## config.mk

```make
export PLATFORM = sky130hd
export DESIGN_NAME = sr_bank_writer
export DESIGN_NICKNAME = d
export VERILOG_FILES = /design/src/rtl/sr_writer_pkg.sv /design/src/rtl/sr_excite.sv /design/src/rtl/sr_bank_writer.sv
export SDC_FILE = /design/constraint.sdc
export NUM_CORES = 1
export LEC_CHECK = 0
export BUFFER_PORTS_ARGS = -buffer_cell sky130_fd_sc_hd__buf_2
export CAP_MARGIN = 20
export CORE_MARGIN = 3
export CORE_UTILIZATION = 41
export CTS_CLUSTER_DIAMETER = 100
export DETAILED_ROUTE_END_ITERATION = 8
export GPL_TIMING_DRIVEN = 0
export PLACE_DENSITY = 0.83
export SLEW_MARGIN = 0
export SYNTH_ARGS = -nofsm -noshare
export SYNTH_HDL_FRONTEND = slang
export SYNTH_HIERARCHICAL = 1
export SYNTH_SLANG_ARGS = --single-unit
```

## constraint.sdc

```tcl
create_clock -name clk -period 1.4 [get_ports clk]
set_input_delay 0.28 -clock clk [delete_from_list [all_inputs] [get_ports clk]]
set_output_delay 0.28 -clock clk [all_outputs]
set_load 0.01 [all_outputs]
```

## src/rtl/sr_writer_pkg.sv

```systemverilog
// Shared types and defaults for the SR bank writer.
package sr_writer_pkg;
    localparam int DEF_WIDTH     = 8;
    localparam int DEF_MAX_RETRY = 2;

    typedef enum logic [1:0] {
        IDLE   = 2'd0,
        DRIVE  = 2'd1,
        SETTLE = 2'd2,
        CHECK  = 2'd3
    } state_t;
endpackage

```

## src/rtl/sr_excite.sv

```systemverilog
// Single-bit SR excitation: set on 0->1, reset on 1->0, 00 on hold; never 11.
module sr_excite (
    input  logic target,
    input  logic q,
    output logic s,
    output logic r
);
    assign s = target & ~q;
    assign r = ~target & q;
endmodule

```

## src/rtl/sr_bank_writer.sv

```systemverilog
// Drives a bank of SR flip-flops toward a requested value, verifying the
// result and re-driving up to MAX_RETRY times before flagging an error.
module sr_bank_writer
    import sr_writer_pkg::*;
#(
    parameter int WIDTH     = DEF_WIDTH,
    parameter int MAX_RETRY = DEF_MAX_RETRY
) (
    input  logic             clk,
    input  logic             rst,
    input  logic             req_valid,
    output logic             req_ready,
    input  logic [WIDTH-1:0] req_data,
    output logic [WIDTH-1:0] S,
    output logic [WIDTH-1:0] R,
    input  logic [WIDTH-1:0] q_fb,
    output logic             done,
    output logic             err
);
    // Keep at least one bit so MAX_RETRY=0 still elaborates.
    localparam int RW = (MAX_RETRY > 0) ? $clog2(MAX_RETRY + 1) : 1;

    state_t           state, state_nxt;
    logic [WIDTH-1:0] target;
    logic [RW-1:0]    retry;
    logic [WIDTH-1:0] s_ex, r_ex;
    logic             match, retry_max;

    assign match     = (q_fb == target);
    assign retry_max = (retry == RW'(MAX_RETRY));

    for (genvar g = 0; g < WIDTH; g++) begin : g_ex
        sr_excite u_ex (
            .target(target[g]),
            .q     (q_fb[g]),
            .s     (s_ex[g]),
            .r     (r_ex[g])
        );
    end

    always_ff @(posedge clk) begin
        if (rst) begin
            state  <= IDLE;
            target <= '0;
            retry  <= '0;
        end else begin
            state <= state_nxt;
            if (state == IDLE && req_valid) begin
                target <= req_data;
                retry  <= '0;
            end else if (state == CHECK && !match && !retry_max) begin
                retry <= retry + 1'b1;
            end
        end
    end

    always_comb begin
        state_nxt = state;
        req_ready = 1'b0;
        done      = 1'b0;
        err       = 1'b0;
        S         = '0;
        R         = '0;
        case (state)
            IDLE: begin
                req_ready = 1'b1;
                if (req_valid) state_nxt = DRIVE;
            end
            DRIVE: begin
                S         = s_ex;
                R         = r_ex;
                state_nxt = SETTLE;
            end
            SETTLE: state_nxt = CHECK;
            CHECK: begin
                if (match) begin
                    done      = 1'b1;
                    state_nxt = IDLE;
                end else if (!retry_max) begin
                    state_nxt = DRIVE;
                end else begin
                    err       = 1'b1;
                    state_nxt = IDLE;
                end
            end
            default: state_nxt = IDLE;
        endcase
    end
endmodule

```

# Word level (Yosys, flattened, before mapping)

Cells that the tools add are included.

Input port bits: 19
Memories kept: 0
Word-level logic and storage cells: 61
RAM bits: 0
Bits in registers: 12
Bits in latches: 0
Memory bits (read-only): 0

Reduce and logical (&&, ||, !) cells: 7
Add/sub/neg operators: 1
Multipliers: 0
Bitwise operators: 32
Equality and inequality tests: 6
Shifts and indexed selects: 0
Multiplexer cells: 12
Div/mod/pow operators: 0
$lt $le $gt $ge: 0

Operators with widths:

| cell                | number |
|---|---|
| $and 1x1->1         | 16 |
| $mux 8              | 2 |
| $not 1->1           | 16 |
| $eq 8x8->1          | 1 |
| $mux 1              | 8 |
| $pmux 2 s4          | 1 |
| $eq 2x2->1 const B  | 3 |
| $logic_and 1x1->1   | 3 |
| $add 2x1->2 const B | 1 |
| $eq 2x1->1 const B  | 1 |
| $logic_not 1->1     | 2 |
| $logic_not 2->1     | 1 |
| $mux 2              | 1 |
| $ne 2x2->1 const B  | 1 |
| $reduce_or 2->1     | 1 |

# Depth between registers and ports, before layout

Gate-level depths: netlist of the first run.

Depth after elaboration: 4
Mapped depth: 7
Depth with buffers taken out: 6

# By module

The synthesis of the first run kept the hierarchy.

Modules (own cells, without submodules):

| module         | instances | cells an instance | area an instance (um^2) | seq. area each (um^2) |
|---|---|---|---|---|
| sr_bank_writer | 1         | 92                | 728.2                   | 240.2 |
| sr_excite      | 8         | 2                 | 15.0                    | 0.0 |

# Worst setup path before layout of the first run

OpenSTA, ideal clock, no wires.

Path type: register to register
Start point: reg state[0]
End point: reg retry[1]
Arrival time: 1.414 ns
Setup time: 0.072 ns
Cell stages (with the launch flop): 7
Required time: 1.328 ns
Path buffers: 1
Path slack: -0.086 ns
Path through: dfxtp_1 > inv_1 > ha_1 > and2_1 > clkbuf_1 > or3_1 > mux2i_1

Cells in the longest elaborated chain, start to end: 3

Ends and longest elaborated chain:

| what                                                 | line                                       | text |
|---|---|---|
| from (decl)                                          | sr_bank_writer.sv:23                       | `state_t state, state_nxt;` |
| from (signal assigned)                               | sr_bank_writer.sv:47                       | `state <= state_nxt;` |
| $eq 2x2->1 or $logic_not 2->1 (tied branches)        | sr_bank_writer.sv:51, sr_bank_writer.sv:48 |  |
| $logic_and 1x1->1 (on tied branches)                 | sr_bank_writer.sv:51, sr_bank_writer.sv:48 |  |
| $logic_and 1x1->1 or $reduce_or 2->1 (tied branches) | n/a                                        |  |
| to (signal assigned)                                 | sr_bank_writer.sv:52                       | `retry <= retry + 1'b1;` |
| to (decl)                                            | sr_bank_writer.sv:25                       | `logic [RW-1:0] retry;` |

Several ways; a longest one is shown, not always the timed one.
A chain may end at the register's enable or synchronous reset.

# Worst setup path in the final report of the first run

Start point: reg target[2]
End point: out err

Cells in the longest elaborated chain, start to end: 3

Ends and longest elaborated chain:

| what                   | line                 | text |
|---|---|---|
| from (decl)            | sr_bank_writer.sv:24 | `logic [WIDTH-1:0] target;` |
| from (signal assigned) | sr_bank_writer.sv:49 | `target <= req_data;` |
| $eq 8x8->1             | sr_bank_writer.sv:29 | `assign match = (q_fb == target);` |
| $mux 1                 | sr_bank_writer.sv:76 | `if (match) begin` |
| $mux 1                 | sr_bank_writer.sv:64 | `case (state)` |
| to (decl)              | sr_bank_writer.sv:18 | `output logic err` |

No other way between the ends.

==> results of run 1 <==
per-layer routing:
metal | global-route usage | up-vias | routed length [um]
met3 | 0.02332 | 6 | 116
met1 | 0.1935 | 414 | 1017
met4 | 0.07860 | 0 | 52
met5 | 0 | - | 0
met2 | 0.3559 | 32 | 1481
li1 | - | 442 | -
power groups by stage:
| stage | combinational [mW] | sequential [mW] | clock [mW] |
|---|---|---|---|
| 2_1_floorplan | 0.530 | 0.483 | 0 |
| 3_3_place_gp | 0.720 | 0.493 | 0 |
| 3_5_place_dp | 0.760 | 0.499 | 0 |
| 4_1_cts | 1.03 | 0.504 | 0.213 |
| 5_1_grt | 1.38 | 0.530 | 0.241 |
| 6_report | 1.28 | 0.521 | 0.217 |
path summary, 6_finish.rpt:
check	end	cells past startpoint
setup / recovery	err	5
hold / removal	target[6]$_SDFFE_PP0P_	3
setup reg to reg	state[0]$_SDFFE_PP0P_	5
hold reg to reg	retry[0]$_SDFFE_PP0P_	2
synth_stat cells (2+ instances only):
master    count
and2b_2       8
ha_1          4
and2_1       17
nor2b_1       8
mux2i_1       3
a21oi_1       9
nand2_1      21
xor2_1        8
clkbuf_1      3
nor2_1        3
inv_1         4
nor4_2        2
dfxtp_1      12
area by class of cell:
| class | instances | area [um2] |
|---|---|---|
| tap | 25 | 31.28 |
| buffer | 2 | 18.77 |
| inverter | 4 | 15.01 |
| clock buffer | 3 | 22.52 |
| timing repair buffer | 47 | 365.4 |
| multi-input combinational | 89 | 669.4 |
| fill | 127 | 461.7 |
| sequential | 12 | 255.2 |
metrics by stage:
step	std cells	hold slack [ns]	power, mW
after global routing	182	0.2457	2.155
after CTS	178	0.2362	1.746
final	182	0.2323	2.016
after detailed placement	170	0.4663	1.259
after global placement	170	0.4451	1.212
after floorplan	108	0.4160	1.013
what timing repair did:
action	CTS	global route
gates cloned	1	0
setup endpoints to repair	21	22
hold buffers	0	0
pin swaps	14	8
hold endpoints to repair	0	0
gates resized for setup	35	22
buffers inserted	5	6
flip-flops by register name, summed over array words and instances, names as in the netlist:
signal and cells:
state 2, target 8, retry 2
critical path: stages, from the launching register on:
cell and delay [ns]:
dfxtp_2 0.33, xor2_1 0.17, nor4_2 0.38, nand2_1 0.11, and3_1 0.18, buf_2 0.14
cell families after synthesis:
group | count (synthesis)
and+or+nand+nor | 62
DFF | 12
buffers and inverters | 7
adders and majority gates | 4
xor gates and xnor gates | 8
AOI/OAI and AO/OA | 12
muxes | 3
==> flow_summary_export.csv, run 1 <==
group,metric,value,unit
floorplanning,dieArea,2651,um2
status,status,"complete, but fails checks",
pwr,p_clk_frac,0.108,
clock_network,htree_levels,1,
place,post_dp_cell_area,1069,um2
sta,fmax,539.2,MHz
grt,grt_max_degree,11,
synth,yosys_warnings,6,
sta,worst_slew_pin_slew,0.4799,ns
sta,setup_viol,20,
route,first_iter_violations,2,
status,violations,"setup timing",
clock_network,insertion_delay,0.27,ns
critical_path,worstReg2RegStart,"target[2]$_SDFFE_PP0P_",
clock_network,path_clk_slew,0.08,ns
floorplanning,core_area,1839,um2
finish,drive_above_1_share,0.5924,
finish,final_nets,182,
finish,stdcell_area,1378,um2
pwr,p_per_area,1463,nW/um2
critical_path,required,1.12,ns
clock_network,cts_root_buf,"clkbuf_4",
grt,grt_use_total,0.1837,
sta,hold_viol_final,0,
route,viasPerCell,4.912,
route,via_count,894,
finish,antenna_cells,0,
floorplanning,io_pins,38,
route,dr.pass1.iters,4,
floorplanning,num_rows,15,
synth,syn_area,848.3,um2
finish,layout_common_cells,"buf_2, nand2_1, buf_6, and2_4",
critical_path,critPathLaunchType,"register",
synth,synthFlopType,"dfxtp_1",
critical_path,startpoint,"target[2]$_SDFFE_PP0P_",
synth,synth_compound_area_frac,0.08407,
synth,synthesis.nets,131,
synth,yosys.area.top_type,"dfxtp_1",
critical_path,path_class,"register to primary output",
synth,synthAdderAreaFrac,0.05900,
pwr,switchingPower,0.7692,mW
synth,yosys-mux-area-fraction,0.03540,
synth,synth-xor-area-share,0.08260,
grt,grt_pass1_vias,845,
sta,worst_slack,-0.4547,ns
synth,netlist_instances,108,
synth,avgSynthCellArea,7.855,um2
grt,antenna_found_initial,0,
grt,grt_pass1_wl,3622,um
sta,fin_setup_tns,-2.330,ns
route,drc,0,
worst_hold_path,min_from,"req_data[6]",
sta,timing.final.crit_share,1.325,
route,drtAntennaViolNets,0,
route,wl_per_cell,14.66,um
critical_path,r2r_slack,-0.09,ns
synth,synth_top_area_frac,0.2832,
pwr,swShare,0.3815,
place,gp_congestion,0.7322,
synth,synth_seq_area_share,0.2832,
synth,synthArstFlopShare,0,
sta,clock_skew,0.004676,ns
place,io_buffers,37,
synth,synth_edf_count,0,
synth,synth_simple_gate_area_frac,0.4248,
critical_path,critPathArrivalTime,1.57,ns
finish,final_core_util,0.7490,
clock_network,cts_tree,"yes",
finish,layout_commonest_cell,"buf_2",
sta,max_slew_margin,0.6801,
pwr,cellLeakagePower,0.6414,nW
sta,rsz0062_at_grt,"true",
clock_network,clkSinkCount,12,
sta,finalMaxSlewViolations,0,
place,dp_hpwl,1587,um
critical_path,path_max_fanout,2,
place,place_ws,-0.2378,ns
worst_hold_path,hold_class,"input port to register",
pwr,comb_power_share,0.634,
route,drt_wl_total,2668,um
floorplanning,die_w,51.49,um
run,max_cap_viol_count,0,
pwr,ir_drop,0.0009470,V
floorplanning,initial_utilization,0.4612,
synth,ys_ff_latch,12,
clock_network,cts_buffers,3,
pwr,intPower,1.247,mW
synth,yosys-top-cells-area,"dfxtp_1, and2_1, nand2_1, and2b_2, xor2_1",
synth,synth_top_family_by_area,"simple AND/OR/NAND/NOR gates",
grt,grt_overflow_total,0,
finish,synthToLayoutAreaGrowth,62.39,%
floorplanning,die_h,51.49,um
sta,fin_crit,1.855,ns
synth,synth_cell_type_count,19,
pwr,p_seq_frac,0.258,
critical_path,end_kind,"primary output",
clock_network,cts_buffer_depth,2,
Note: power is estimated with default switching activity, not from simulation.
==> inputs of run 2 (changes only) <==
--- a/config.mk
+++ b/config.mk
@@ -5,15 +5,15 @@
 export SDC_FILE = /design/constraint.sdc
 export NUM_CORES = 1
 export LEC_CHECK = 0
+export ABC_AREA = 1
 export BUFFER_PORTS_ARGS = -buffer_cell sky130_fd_sc_hd__buf_2
 export CAP_MARGIN = 20
 export CORE_MARGIN = 3
-export CORE_UTILIZATION = 41
+export CORE_UTILIZATION = 42
 export CTS_CLUSTER_DIAMETER = 100
 export DETAILED_ROUTE_END_ITERATION = 8
 export GPL_TIMING_DRIVEN = 0
 export PLACE_DENSITY = 0.83
-export SLEW_MARGIN = 0
 export SYNTH_ARGS = -nofsm -noshare
 export SYNTH_HDL_FRONTEND = slang
 export SYNTH_HIERARCHICAL = 1
==> constraint.sdc (replaced) <==
create_clock -name clk -period 1.4 [get_ports clk]
set_input_delay 0.07 -clock clk [delete_from_list [all_inputs] [get_ports clk]]
set_output_delay 0.07 -clock clk [all_outputs]
set_load 0.01 [all_outputs]
==> run 2 against run 1 <==
The flow now finishes without violations. Routed wire length fell by 23%. Non-clock buffer count fell by 6. Clock-buffer cell count did not move. Area after synthesis rose by 7.8%. Die area rose by 4.6%. Register-to-register slack improved by 0.21 ns. Maximum frequency rose by 40%. Combinational power fell by 29%. Sequential share of layout area rose by 1.9 points. Cell area fell by 11%. Clock skew rose by 0.0029 ns.
==> flow_summary_export.csv, run 2 <==
group,metric,value,unit
grt,grt_pass1_vias,798,
worst_hold_path,min_from,"req_data[2]",
synth,yosys.area.top_type,"dfxtp_1",
critical_path,reg2reg_to,"target[0]$_SDFFE_PP0P_",
worst_hold_path,whs_path_depth,3,
floorplanning,core_area,2002,um2
place,dp_hpwl,1542,um
route,wl_met2,939,um
critical_path,crit_chain,"xnor2_2 > nand2_1 > nor2_2 > nand2_2 > nand2_1 > nor2_1 > buf_2",
clock_network,insertion_delay,0.27,ns
critical_path,path_max_fanout,4,
finish,largest_reg_flops,8,
sta,fmax,757.4,MHz
clock_network,cts_root_buf,"clkbuf_4",
route,drt_wl_total,2050,um
sta,max_slew_margin,0.8229,
synth,ys_top_cells_by_count,"inv_1, nand2_1, nor2_1",
synth,avgSynthCellArea,5.477,um2
route,dr.pass1.iters,4,
critical_path,critPathLaunchType,"register",
critical_path,r2r_slack,0.12,ns
pwr,p_per_area,1364,nW/um2
finish,layout_common_cells,"inv_1, nand2_1, buf_2, nor2_1, a21oi_1",
critical_path,slowest_stage,"dfxtp_2",
grt,grt_overflow_total,0,
finish,largest_register,"target",
synth,synth_seq_area_share,0.2627,
finish,synthToLayoutAreaGrowth,34.75,%
synth,yosys-top-cells-area,"dfxtp_1, inv_1, nand2_1, nor2_1, a21oi_1",
worst_hold_path,holdPathEnd,"target[2]$_SDFFE_PP0P_",
status,status,"finished clean",
sta,clock_skew,0.007581,ns
finish,stdcell_area,1232,um2
synth,synthesis.nets,190,
finish,top_regs,"target x8, retry x2, state x2",
critical_path,worstReg2RegStart,"state[0]$_SDFFE_PP0P_",
finish,layout_commonest_cell,"inv_1",
synth,synth_top_area_frac,0.2627,
sta,fin_crit,1.320,ns
clock_network,cts_buffer_depth,2,
sta,worst_slew_pin_slew,0.2653,ns
grt,grt_use_total,0.1615,
place,post_dp_cell_area,1134,um2
sta,setup_viol,0,
synth,netlist_instances,167,
synth,syn_area,914.6,um2
sta,worst_hold_slack,0.04189,ns
route,via_count,998,
floorplanning,dieArea,2774,um2
floorplanning,die_h,52.67,um
critical_path,end_kind,"primary output",
critical_path,reg2regPathDepth,6,
clock_network,cts_tree,"yes",
clock_network,path_clk_slew,0.08,ns
clock_network,clkSinkCount,12,
sta,fin_setup_tns,0,ns
grt,grt_pass1_wl,3263,um
clock_network,cts_buffers,3,
critical_path,cpPeakStageDelay,0.35,ns
route,drc,0,
grt,grt_max_degree,11,
synth,synth_cell_type_count,14,
grt,antenna_found_initial,0,
sta,finalMaxSlewViolations,0,
floorplanning,io_pins,38,
synth,synthArstFlopShare,0,
pwr,ir_drop,0.0008835,V
route,wl_per_cell,8.650,um
run,max_cap_viol_count,0,
critical_path,path_class,"register to primary output",
place,gp_congestion,0.7448,
sta,timing.final.crit_share,0.9430,
finish,antenna_cells,0,
floorplanning,initial_utilization,0.4569,
place,io_buffers,37,
synth,synth_most_common_cell,"inv_1",
route,met3WireLength,111,um
synth,ys_ff_latch,12,
floorplanning,num_rows,16,
route,viasPerCell,4.211,
synth,synthFlopType,"dfxtp_1",
critical_path,critPathArrivalTime,1.25,ns
critical_path,required,1.33,ns
synth,synth_edf_count,0,
route,first_iter_violations,7,
finish,final_nets,235,
clock_network,htree_levels,1,
route,drtAntennaViolNets,0,
finish,fill_cells,212,
pwr,power,1.680,mW
finish,fin_cells,237,
finish,drive_above_1_share,0.3143,
worst_hold_path,hold_class,"input port to register",
critical_path,cpMostUsedCell,"nand2_1",
floorplanning,die_w,52.67,um
place,dp_cells,231,
sta,hold_viol_final,0,
clock_network,ctsHoldBuffers,0,
route,met1_length,959,um
pwr,cellLeakagePower,0.8022,nW
synth,yosys_warnings,6,
route,top_layer,"met4",
sta,rsz0062_at_grt,"true",
[run 2: kinds of logic after synthesis]
group | Yosys count | share of synthesized area
buffers and inverters | 55 | 0.2285
AND/OR/NAND/NOR | 74 | 0.3215
adder cells (fa/ha/maj) | 4 | 0.05472
flip-flops | 12 | 0.2627
XOR/XNOR | 3 | 0.02873
AO/OA/AOI/OAI | 19 | 0.1040
[run 2: worst max path at each step]
stage                            from                     end
4_1_cts        target[2]$_SDFFE_PP0P_                     err
3_3_place_gp    state[1]$_SDFFE_PP0P_                    R[2]
6_report       target[3]$_SDFFE_PP0P_                     err
2_1_floorplan   state[0]$_SDFFE_PP0P_  target[0]$_SDFFE_PP0P_
5_1_grt        target[1]$_SDFFE_PP0P_                     err
3_5_place_dp    state[1]$_SDFFE_PP0P_                    R[1]
[run 2: cell type report]
| cell class | count | area (um2) | area share |
|---|---|---|---|
| clock buffers | 3 | 22.52 | 0.01827 |
| well taps | 27 | 33.78 | 0.02741 |
| plain buffers | 2 | 18.77 | 0.01523 |
| flip-flops and latches | 12 | 251.5 | 0.2041 |
| repair buffers | 41 | 215.2 | 0.1746 |
| inverters | 52 | 195.2 | 0.1584 |
| multi-input cells | 100 | 495.5 | 0.4020 |
[run 2: per-layer routing]
layer	vias to the layer above	track usage
met2	29	0.2562
met1	401	0.2051
met3	4	0.02564
met4	0	0.08936
li1	564	-
met5	-	0
[run 2: timing repair]
action / in CTS / in global routing
resized for setup: 7 / 14
endpoints found under the hold margin: 0 / 0
pin swaps: 1 / 0
setup endpoints to repair: 20 / 26
setup buffers: 3 / 1
cloned: 0 / 0
[run 2: worst max-delay path, delay by kind of cell, from the launching register on]
family / cells / cell delay, ns
and+or+nand+nor: 5 / 0.36
DFF: 1 / 0.35
xor gates and xnor gates: 1 / 0.15
buffers and inverters: 1 / 0.13
[run 2: power breakdown]
part / switching, mW / internal, mW / total (mW) / leakage [nW]
Combinational: 0.510 / 0.395 / 0.906 / 0.686
Sequential: 0.102 / 0.460 / 0.562 / 0.102
Clock: 0.113 / 0.0996 / 0.213 / 0.0138
Total: 0.726 / 0.955 / 1.68 / 0.802
[run 2: stage by stage]
step | setup WS (ns) | utilization
3_5_place_dp | -0.06844 | 0.5663
5_1_grt | -0.01251 | 0.6156
4_1_cts | 0.02796 | 0.5988
2_1_floorplan | 0.1749 | -
6_report | 0.07977 | 0.6156
3_3_place_gp | -0.04024 | 0.5663
==> inputs of run 3 (changes only) <==
--- a/config.mk
+++ b/config.mk
@@ -8,12 +8,14 @@
 export ABC_AREA = 1
 export BUFFER_PORTS_ARGS = -buffer_cell sky130_fd_sc_hd__buf_2
 export CAP_MARGIN = 20
+export CELL_PAD_IN_SITES_DETAIL_PLACEMENT = 0
+export CELL_PAD_IN_SITES_GLOBAL_PLACEMENT = 2
 export CORE_MARGIN = 3
-export CORE_UTILIZATION = 42
+export CORE_UTILIZATION = 20
 export CTS_CLUSTER_DIAMETER = 100
 export DETAILED_ROUTE_END_ITERATION = 8
 export GPL_TIMING_DRIVEN = 0
-export PLACE_DENSITY = 0.83
+export PLACE_DENSITY = 0.84
 export SYNTH_ARGS = -nofsm -noshare
 export SYNTH_HDL_FRONTEND = slang
 export SYNTH_HIERARCHICAL = 1
==> run 3 against run 2 <==
Cell area rose by 8.0%. Register-to-register slack hardly changed. Sequential share of layout area is 1.3 points lower. Routed wire length up 11%. Critical endpoint unchanged. Largest power group unchanged. Highest routed layer unchanged.
==> flow_summary_export.csv, run 3 (synthesis gave the netlist of run 2 again) <==
group,metric,value,unit
sta,fmax,746.7,MHz
grt,grt_pass1_vias,890,
floorplanning,dieArea,5421,um2
route,viasPerCell,3.743,
route,drt_wl_total,2282,um
critical_path,path_max_fanout,5,
route,drc,0,
finish,largest_reg_flops,8,
grt,grt_use_total,0.09175,
sta,hold_viol_final,0,
place,io_buffers,37,
critical_path,critPathLaunchType,"register",
finish,synthToLayoutAreaGrowth,45.55,%
pwr,ir_drop,0.0007374,V
finish,antenna_cells,0,
clock_network,cts_buffer_depth,2,
critical_path,critPathArrivalTime,1.27,ns
route,drtAntennaViolNets,0,
route,first_iter_violations,35,
sta,timing.final.crit_share,0.9566,
critical_path,crit_family,"simple AND/OR/NAND/NOR gates",
finish,layout_commonest_cell,"inv_1",
grt,grt_overflow_total,0,
clock_network,clkSinkCount,12,
critical_path,worstReg2RegStart,"target[3]$_SDFFE_PP0P_",
floorplanning,die_w,73.63,um
clock_network,cts_tree,"yes",
worst_hold_path,min_from,"req_data[3]",
finish,final_nets,239,
critical_path,cpPeakStageDelay,0.34,ns
sta,setup_viol,0,
floorplanning,io_pins,38,
status,status,"finished clean",
finish,drive_above_1_share,0.3395,
clock_network,insertion_delay,0.24,ns
worst_hold_path,hold_class,"input port to register",
clock_network,htree_levels,1,
route,wl_per_cell,8.611,um
critical_path,crit_chain,"xnor2_1 > nand2_1 > nor2_2 > nand2_2 > nand2_1 > nor2_1 > buf_2",
clock_network,cts_buffers,3,
finish,top_regs,"target x8, retry x2, state x2",
critical_path,path_buf_inv,1,
clock_network,cts_root_buf,"clkbuf_8",
place,post_dp_cell_area,1162,um2
place,dp_hpwl,1800,um
floorplanning,core_area,4202,um2
pwr,power,1.910,mW
critical_path,required,1.33,ns
finish,largest_register,"target",
clock_network,path_clk_slew,0.06,ns
finish,final_core_util,0.3169,
finish,layout_common_cells,"inv_1, nand2_1, buf_2, nor2_1, a21oi_1",
critical_path,slowest_stage,"dfxtp_2",
floorplanning,die_h,73.63,um
finish,stdcell_area,1331,um2
sta,clock_skew,0.002056,ns
finish,fill_cells,501,
sta,finalMaxSlewViolations,0,
floorplanning,num_rows,23,
critical_path,cpMostUsedCell,"nand2_1",
critical_path,startpoint,"target[3]$_SDFFE_PP0P_",
sta,worst_slew_pin_slew,0.2663,ns
floorplanning,initial_utilization,0.2177,
sta,fin_crit,1.339,ns
sta,max_slew_margin,0.8223,
route,dr.pass1.iters,4,
critical_path,path_class,"register to primary output",
sta,worst_hold_slack,0.08877,ns
sta,rsz0062_at_grt,"true",
grt,grt_pass1_wl,3857,um
run,max_cap_viol_count,0,
pwr,p_per_area,1435,nW/um2
sta,fin_setup_tns,0,ns
grt,antenna_found_initial,0,
route,via_count,992,
clock_network,ctsHoldBuffers,0,
pwr,cellLeakagePower,0.8420,nW
critical_path,end_kind,"primary output",
grt,grt_max_degree,11,
place,gp_congestion,0.7372,
run 3: changes by cell type in the layout (fill, tap and decap cells not counted), moves of 2 or more:
cell,before,now
inv_2,3,5
buf_4,5,9
clkbuf_4,3,0
clkbuf_8,0,4
inv_1,49,47
run 3: layout make-up:
cell class | instances | area [um2] | share of cell area
Multi-Input combinational cell | 100 | 500.5 | 0.3759
Sequential cell | 12 | 254.0 | 0.1908
Timing Repair Buffer | 45 | 245.2 | 0.1842
Inverter | 52 | 195.2 | 0.1466
Tap cell | 50 | 62.56 | 0.04699
Clock buffer | 4 | 55.05 | 0.04135
Buffer | 2 | 18.77 | 0.01410
run 3: per-stage QoR:
step	cells	setup WS, ns
6_report	265	0.06073
4_1_cts	257	0.002895
3_3_place_gp	254	-0.1700
3_5_place_dp	254	-0.1696
2_1_floorplan	167	0.1749
5_1_grt	265	-0.03389
run 3: worst register-to-register path: cells and delay by family (launching register included):
family          cells  cell delay (ns)
buf+inv             2             0.27
compound gates      1             0.06
flops               1             0.34
xor+xnor            1             0.15
simple gates        4             0.36
run 3: repair_timing:
item | CTS | global route
gates resized for setup | 9 | 15
pin swaps | 1 | 6
endpoints found under the setup margin | 23 | 21
buffers inserted | 0 | 8
run 3: path summary, 6_finish.rpt:
check / end / slack [ns] / depth (start not counted)
setup reg to reg: retry[0]$_SDFFE_PP0P_ / 0.12 / 8
hold reg to reg: retry[0]$_SDFFE_PP0P_ / 0.46 / 2
setup / recovery: err / 0.06 / 7
hold / removal: target[3]$_SDFFE_PP0P_ / 0.09 / 3
run 3: layer usage:
layer / GRT usage / share of wire
met1: 0.1155 / 0.48
met2: 0.1516 / 0.46
met3: 0.02736 / 0.058
met4: 0.02414 / 0.0083
met5: 0 / 0
run 3: where the power goes:
| part | switching (mW) | internal (mW) |
|---|---|---|
| clock network | 0.135 | 0.249 |
| registers | 0.104 | 0.462 |
| logic | 0.523 | 0.437 |
| total | 0.762 | 1.15 |
